## config.mk

```make
export PLATFORM = sky130hd
export DESIGN_NAME = mcu
export DESIGN_NICKNAME = d
export VERILOG_FILES = /design/src/rtl/mcu.sv
export SDC_FILE = /design/constraint.sdc
export NUM_CORES = 1
export LEC_CHECK = 0
export ABC_AREA = 0
export BUFFER_PORTS_ARGS = -buffer_cell sky130_fd_sc_hd__buf_2
export CAP_MARGIN = 30
export CORE_AREA = 2 2 39 41
export DETAILED_ROUTE_END_ITERATION = 10
export DIE_AREA = 0 0 41 43
export PLACE_DENSITY = 0.49
export REMOVE_ABC_BUFFERS = 1
export SYNTH_ARGS = -nofsm -noshare
export SYNTH_HDL_FRONTEND = slang
export SYNTH_SLANG_ARGS = --single-unit
export TNS_END_PERCENT = 5
```

## constraint.sdc

```tcl
create_clock -name clk -period 3.5 [get_ports clk]
set_input_delay 0.7 -clock clk [delete_from_list [all_inputs] [get_ports clk]]
set_output_delay 0.7 -clock clk [all_outputs]
set_load 0.02 [all_outputs]
```

## src/rtl/mcu.sv

```systemverilog
// Main control unit of the music player: turns play/pause and next-song button
// presses into a play enable, the current song index and a restart strobe.
module mcu #(
  parameter int SONG_BITS = 2
) (
  input  logic                 clk,
  input  logic                 reset,
  input  logic                 play_button,
  input  logic                 next,
  input  logic                 song_done,
  output logic                 play,
  output logic [SONG_BITS-1:0] song,
  output logic                 reset_play
);

  typedef enum logic [1:0] {
    ST_RST   = 2'd0,
    ST_PAUSE = 2'd1,
    ST_PLAY  = 2'd2,
    ST_NXT   = 2'd3
  } state_t;

  state_t state, state_nxt;
  logic   prev_play, prev_next;
  logic   play_press, next_press;

  assign play_press = play_button & ~prev_play;
  assign next_press = next & ~prev_next;

  // prev registers reset high so a button already held at reset release is not a press
  always_ff @(posedge clk or negedge reset) begin
    if (!reset) begin
      state     <= ST_RST;
      prev_play <= 1'b1;
      prev_next <= 1'b1;
      song      <= '0;
    end else begin
      state     <= state_nxt;
      prev_play <= play_button;
      prev_next <= next;
      if (state == ST_NXT) song <= song + SONG_BITS'(1);
    end
  end

  always_comb begin
    state_nxt  = state;
    play       = 1'b0;
    reset_play = 1'b0;
    case (state)
      ST_RST: begin
        reset_play = 1'b1;
        state_nxt  = ST_PAUSE;
      end
      ST_PAUSE: begin
        if (next_press)      state_nxt = ST_NXT;
        else if (play_press) state_nxt = ST_PLAY;
      end
      ST_PLAY: begin
        play = 1'b1;
        if (song_done)       state_nxt = ST_RST;
        else if (next_press) state_nxt = ST_NXT;
        else if (play_press) state_nxt = ST_PAUSE;
      end
      ST_NXT: begin
        reset_play = 1'b1;
        state_nxt  = ST_PLAY;
      end
      default: state_nxt = ST_RST;
    endcase
  end

endmodule

```

==> impl_metrics.yaml, run 1 <==
cts:
  cts_hold_buf: 0
  cts_max_path_buffers: 2
  cts_resized: 0
  cts.sinks: 6
  htree_levels: 1
  clkTransAtPathRegs_ns: 0.05
  clock-root-buffer: "clkbuf_4"
  clkLatencyLatePin_ns: 0.25
  numCtsBuffers: 3
  postCtsSetupRepairBufs: 0
  cts_tree: "done"
floorplan:
  die_y_um: 43
  core_mm2: 0.00138
  die_area_mm2: 0.00176
  start_util_pct: 24.8
  die_width_um: 41
  ioPinCount: 9
  num_rows: 14
timing:
  finalCritPeriodShare_pct: 56.5
  slew_headroom_pct: 84.7
  layout_min_cycle_time_ns: 1.98
  setup_tns_ns: 0
  finClkSkew_ns: 0.0116
  hold_violations: 0
  rsz0062_at_grt: "false"
  worstMarginPinSlew_ns: 0.227
  hold_ws_ns: 0.263
  setup_viol: 0
  finalMaxSlewViolations: 0
  fmax_ghz: 0.506
synthesis:
  yosys.cell_types.count: 17
  avgSynthCellArea_um2: 11.8
  synthCells: 29
  ys_warn_count: 0
  netlist_area_um2: 343
  synth_top_area_share_pct: 29.2
  synth_area_leaders: "dfrtp_1, ha_1, dfstp_2"
  ys_seq_area_share_pct: 44.5
  synth_seq_cells: 6
  post-synth-top-area-cell: "dfrtp_1"
drt:
  wl_per_cell_um: 10.5
  wl_um: 597
  vias_per_cell: 4.11
  vias: 234
  first_pass_iters: 4
  drc: 0
  antenna_left: 0
  drt_iter0_drc: 2
finish:
  mostFrequentLayoutCell: "buf_2"
  final-seq-area_um2: 153
  multi_input_area_um2: 175
  insertedDiodeCount: 0
  fillCellCount: 147
  final_util_pct: 31.0
  final_layout_size_suffix_gt1_share_pct: 36.6
  final_cell_mix: "buf_2, ha_1, inv_1, dfrtp_1, clkbuf_4"
  syn_to_final_growth_pct: 25.2
  nNetsFinal: 52
pwr:
  power.leakage_nw: 0.218
  power.density_mw_per_mm2: 909
  p_sw_uw: 168
  sw_frac_of_total_pct: 43.0
  ir_drop_mv: 0.300
  pwr-share-clk_pct: 17.8
  p_int_uw: 223
  pwr-share-seq_pct: 30.7
  combPwrFrac_pct: 51.5
  total_power_uw: 390
placed_design:
  dp_hpwl_um: 495
  gp_congestion: 0.679
  port_buffers: 8
setup_path:
  end_kind: "primary output"
  critPathKind: "flop to primary output"
  worstSetupStartpointType: "flop"
  cp_max_fo: 6
  worst_ep_required_time_ns: 2.80
  cp.arrival_ns: 1.28
grt:
  track_usage_pct: 9.50
  overflow: 0
  antenna_found_initial: 0
  grt_pass1_wl_um: 1040
  grt_max_degree: 7
  grt_pass1_vias: 232
status:
  status: "finished, final reports clean"
flow_run:
  drv_cap: 0
hold_path:
  hold_class: "primary input to asynchronous set/reset pin"
cell usage after synthesis, drive strengths merged:
master   instances
ha               5
dfrtp            4
inv              4
dfstp            2
nand2b           2
a211oi           1
a21oi            1
a2bb2oi          1
a311oi           1
and2b            1
mux2i            1
nand2            1
nor2b            1
o211ai           1
o31ai            1
xnor2            1
xor2             1
stage by stage:
stage,setup WS (ns),std cells,area (um2)
global route,1.44,57,429
CTS,1.50,57,429
floorplan,1.89,29,343
finish,1.52,57,429
detailed placement,1.77,53,403
global placement,1.78,53,403
power by group through the flow:
stage,clock [mW],combinational (mW),sequential [mW]
3_5_place_dp,0,0.205,0.121
4_1_cts,0.0734,0.206,0.120
6_report,0.0696,0.201,0.120
3_3_place_gp,0,0.200,0.118
2_1_floorplan,0,0.137,0.131
5_1_grt,0.0792,0.227,0.123
worst max-delay path, stage by stage, from the launching register on:
cell	delay (ns)
dfrtp_1	0.40
inv_1	0.18
ha_1	0.26
inv_1	0.05
buf_2	0.15
final timing paths:
kind | from | to | cells after the start | slack (ns)
setup / recovery | state[0] | reset_play | 4 | 1.52
hold / removal | reset | song[0] | 1 | 0.26
setup reg to reg | state[0] | state[0] | 5 | 2.09
hold reg to reg | song[1] | song[1] | 1 | 0.48
max in group asynchronous | reset | prev_next | 1 | 3.00
min in group clk | song[1] | song[1] | 1 | 0.48
kinds of logic after synthesis:
group	after synthesis	share of synthesized area (%)
AOI/OAI and AO/OA	6	16.1
DFF	6	44.5
adders and majority gates	5	18.2
and+or+nand+nor	5	8.76
buffers and inverters	4	4.38
xor gates and xnor gates	2	5.11
muxes	1	2.92
sequential cells by signal, indices dropped and copies added, names as in the netlist:
name and cells:
prev_next 1, prev_play 1, song 2, state 2
area by class of cell:
type | instances | share of cell area [%]
multi-input combinational | 19 | 40.8
sequential | 6 | 35.6
timing repair buffer | 8 | 9.33
clock buffer | 4 | 6.12
tap | 16 | 4.66
inverter | 4 | 3.50
routing by layer:
metal | GRT usage [%] | wire length (um)
met2 | 11.6 | 262
met3 | 9.42 | 30
met5 | 0 | 0
met4 | 0 | 0
met1 | 12.8 | 304
Power figures use the tool's default switching activity.
==> inputs of run 2 (changes only) <==
- ABC_AREA: 0 -> 1
- PLACE_DENSITY: 0.49 -> 0.52
- clock period: 3.5 -> 1.66 ns (I/O delays scaled with it)
==> impl_metrics.yaml, run 2 <==
status:
  status: "finished, final reports clean"
setup_path:
  end_kind: "primary output"
  crit_slowest_cell: "dfrtp_1"
  rr_startpoint: "state[0]"
  worstSetupStartpointType: "flop"
  crit_chain: "inv_1 > ha_1 > inv_1 > buf_2"
  cp_max_fo: 4
  critPathMostFrequentCell: "inv_1"
  rr_worst_depth: 7
  cp.arrival_ns: 1.23
  slowest_delay_ns: 0.41
  path_buf_inv: 3
  cp_top_family: "flip-flops"
  worst_ep_required_time_ns: 1.33
  crit_start: "state[1]"
  cp.depth: 4
  critPathKind: "flop to primary output"
synthesis:
  post-synth-top-area-cell: "dfrtp_1"
  postSynth.asyncResetShare_pct: 100
  ys_seq_area_share_pct: 41.6
  netlist_area_um2: 367
  avgSynthCellArea_um2: 8.53
  synth_top_area_share_pct: 27.3
  synth_simple_gate_area_share_pct: 19.5
  synthAdderAreaFrac_pct: 17.1
  synth_commonest_cells: "inv_1, nand2_1, ha_1, nor2_1, dfrtp_1"
  synth_compound_area_share_pct: 7.85
  ys_warn_count: 0
  synthFlopType: "dfrtp_1"
  synth_top_family_by_area: "simple AND/OR/NAND/NOR gates"
  synth_area_leaders: "dfrtp_1, ha_1, dfstp_2"
  yosys.cell_types.count: 15
  synthCells: 43
  synth_seq_cells: 6
  synth_edf_count: 0
  synth_mux_area_share_pct: 0
  synthXorXnorAreaFrac_pct: 4.78
floorplan:
  die_y_um: 43
  die_width_um: 41
  num_rows: 14
  start_util_pct: 26.5
  die_area_mm2: 0.00176
  ioPinCount: 9
  core_mm2: 0.00138
timing:
  finClkSkew_ns: 0.00460
  fin_ws_ns: 0.0984
  finalMaxSlewViolations: 0
  setup_viol: 0
  hold_violations: 0
  setup_tns_ns: 0
  layout_min_cycle_time_ns: 1.56
  worstMarginPinSlew_ns: 0.146
  finalCritPeriodShare_pct: 94.1
  fmax_ghz: 0.640
  rsz0062_at_grt: "false"
  slew_headroom_pct: 90.1
finish:
  final-seq-area_um2: 153
  fillCellCount: 156
  final_layout_size_suffix_gt1_share_pct: 34.5
  syn_to_final_growth_pct: 30.4
  top_regs: "song (2), state (2)"
  insertedDiodeCount: 0
  nNetsFinal: 69
  final_cell_mix: "inv_1, nand2_1, buf_2"
  multi_input_area_um2: 180
placed_design:
  gp_congestion: 0.711
  dp_hpwl_um: 521
  port_buffers: 8
  pre_cts_ws_ns: 0.326
drt:
  vias: 286
  drc: 0
  wl_per_cell_um: 8.59
  wl_um: 636
  vias_per_cell: 3.86
  drt_iter0_drc: 3
  first_pass_iters: 2
  antenna_left: 0
grt:
  grt_pass1_vias: 276
  grt_pass1_wl_um: 1040
  track_usage_pct: 9.21
  busiest_layer: "met2"
  antenna_found_initial: 0
  met3_usage_pct: 3.14
  met2_usage_pct: 15.3
  overflow: 0
  grt_max_degree: 7
  grt_util_met1_pct: 8.91
cts:
  numCtsBuffers: 3
  cts_tree: "done"
  cts.sinks: 6
  cts_resized: 0
  clock-root-buffer: "clkbuf_4"
  clkLatencyLatePin_ns: 0.24
  htree_levels: 1
  clkTransAtPathRegs_ns: 0.05
  cts_max_path_buffers: 2
pwr:
  pwr-share-clk_pct: 15.9
  ir_drop_mv: 0.728
  sw_frac_of_total_pct: 43.4
  power.leakage_nw: 0.263
  power.density_mw_per_mm2: 1840
  pwr-share-seq_pct: 28.4
  p_sw_uw: 382
  p_int_uw: 498
  combPwrFrac_pct: 55.7
flow_run:
  drv_cap: 0
hold_path:
  hold_class: "primary input to flop"
  min_from: "play_button"
  hold_depth: 1
run 2: power by group through the flow:
stage | logic (mW) | clock network (mW) | registers [mW]
after floorplan | 0.309 | 0 | 0.281
after global routing | 0.550 | 0.159 | 0.259
after CTS | 0.464 | 0.148 | 0.254
final | 0.490 | 0.140 | 0.250
after detailed placement | 0.460 | 0 | 0.255
after global placement | 0.456 | 0 | 0.254
run 2: timing repair:
item / 4_1_cts / 5_1_grt
buffers inserted: 0 / 2
setup endpoints to repair: 0 / 1
hold buffers: 1 / 0
hold endpoints to repair: 4 / 0
run 2: final timing paths:
kind	to	slack (ns)
hold / removal	prev_play	0.21
hold reg to reg	song[1]	0.46
max in group asynchronous	prev_next	0.97
setup / recovery	reset_play	0.1
min in group asynchronous	song[0]	0.46
setup reg to reg	state[0]	0.44
run 2: routing by layer:
| layer | vias to the layer above | share of wire (%) |
|---|---|---|
| met2 | 4 | 55 |
| met3 | 0 | 2.7 |
| met4 | 0 | 0 |
| met5 | - | 0 |
| li1 | 158 | - |
| met1 | 124 | 42 |
run 2: area by class of cell:
type,count,area share [%]
Timing Repair Buffer,11,13.6
Clock buffer,4,5.50
Inverter,9,7.07
Tap cell,16,4.19
Sequential cell,6,31.9
Multi-Input combinational cell,28,37.7
run 2: logic make-up (layout without fill, tap and decap cells):
kind of cell	Yosys count	after routing
fa+ha+maj	5	5
simple gates	16	16
buf+inv	9	24
flops	6	6
xor+xnor	2	2
compound gates	5	5
run 2: worst reg2reg max path, cell delays in order (launching register included):
cell,delay (ns)
dfrtp_1,0.40
inv_1,0.13
ha_1,0.22
nand2_1,0.07
nand2_1,0.06
nand3_2,0.08
nand2_1,0.07
o21ai_1,0.06
run 2: metrics by stage:
stage / util [%] / hold slack [ns] / cell area [um2] / total power, mW / cells
3_3_place_gp: 30.8 / 0.161 / 427 / 0.709 / 67
2_1_floorplan: - / 0.0364 / 367 / 0.590 / 43
5_1_grt: 34.5 / 0.194 / 478 / 0.968 / 74
3_5_place_dp: 30.8 / 0.159 / 427 / 0.715 / 67
4_1_cts: 33.5 / 0.200 / 463 / 0.866 / 72
6_report: 34.5 / 0.207 / 478 / 0.880 / 74
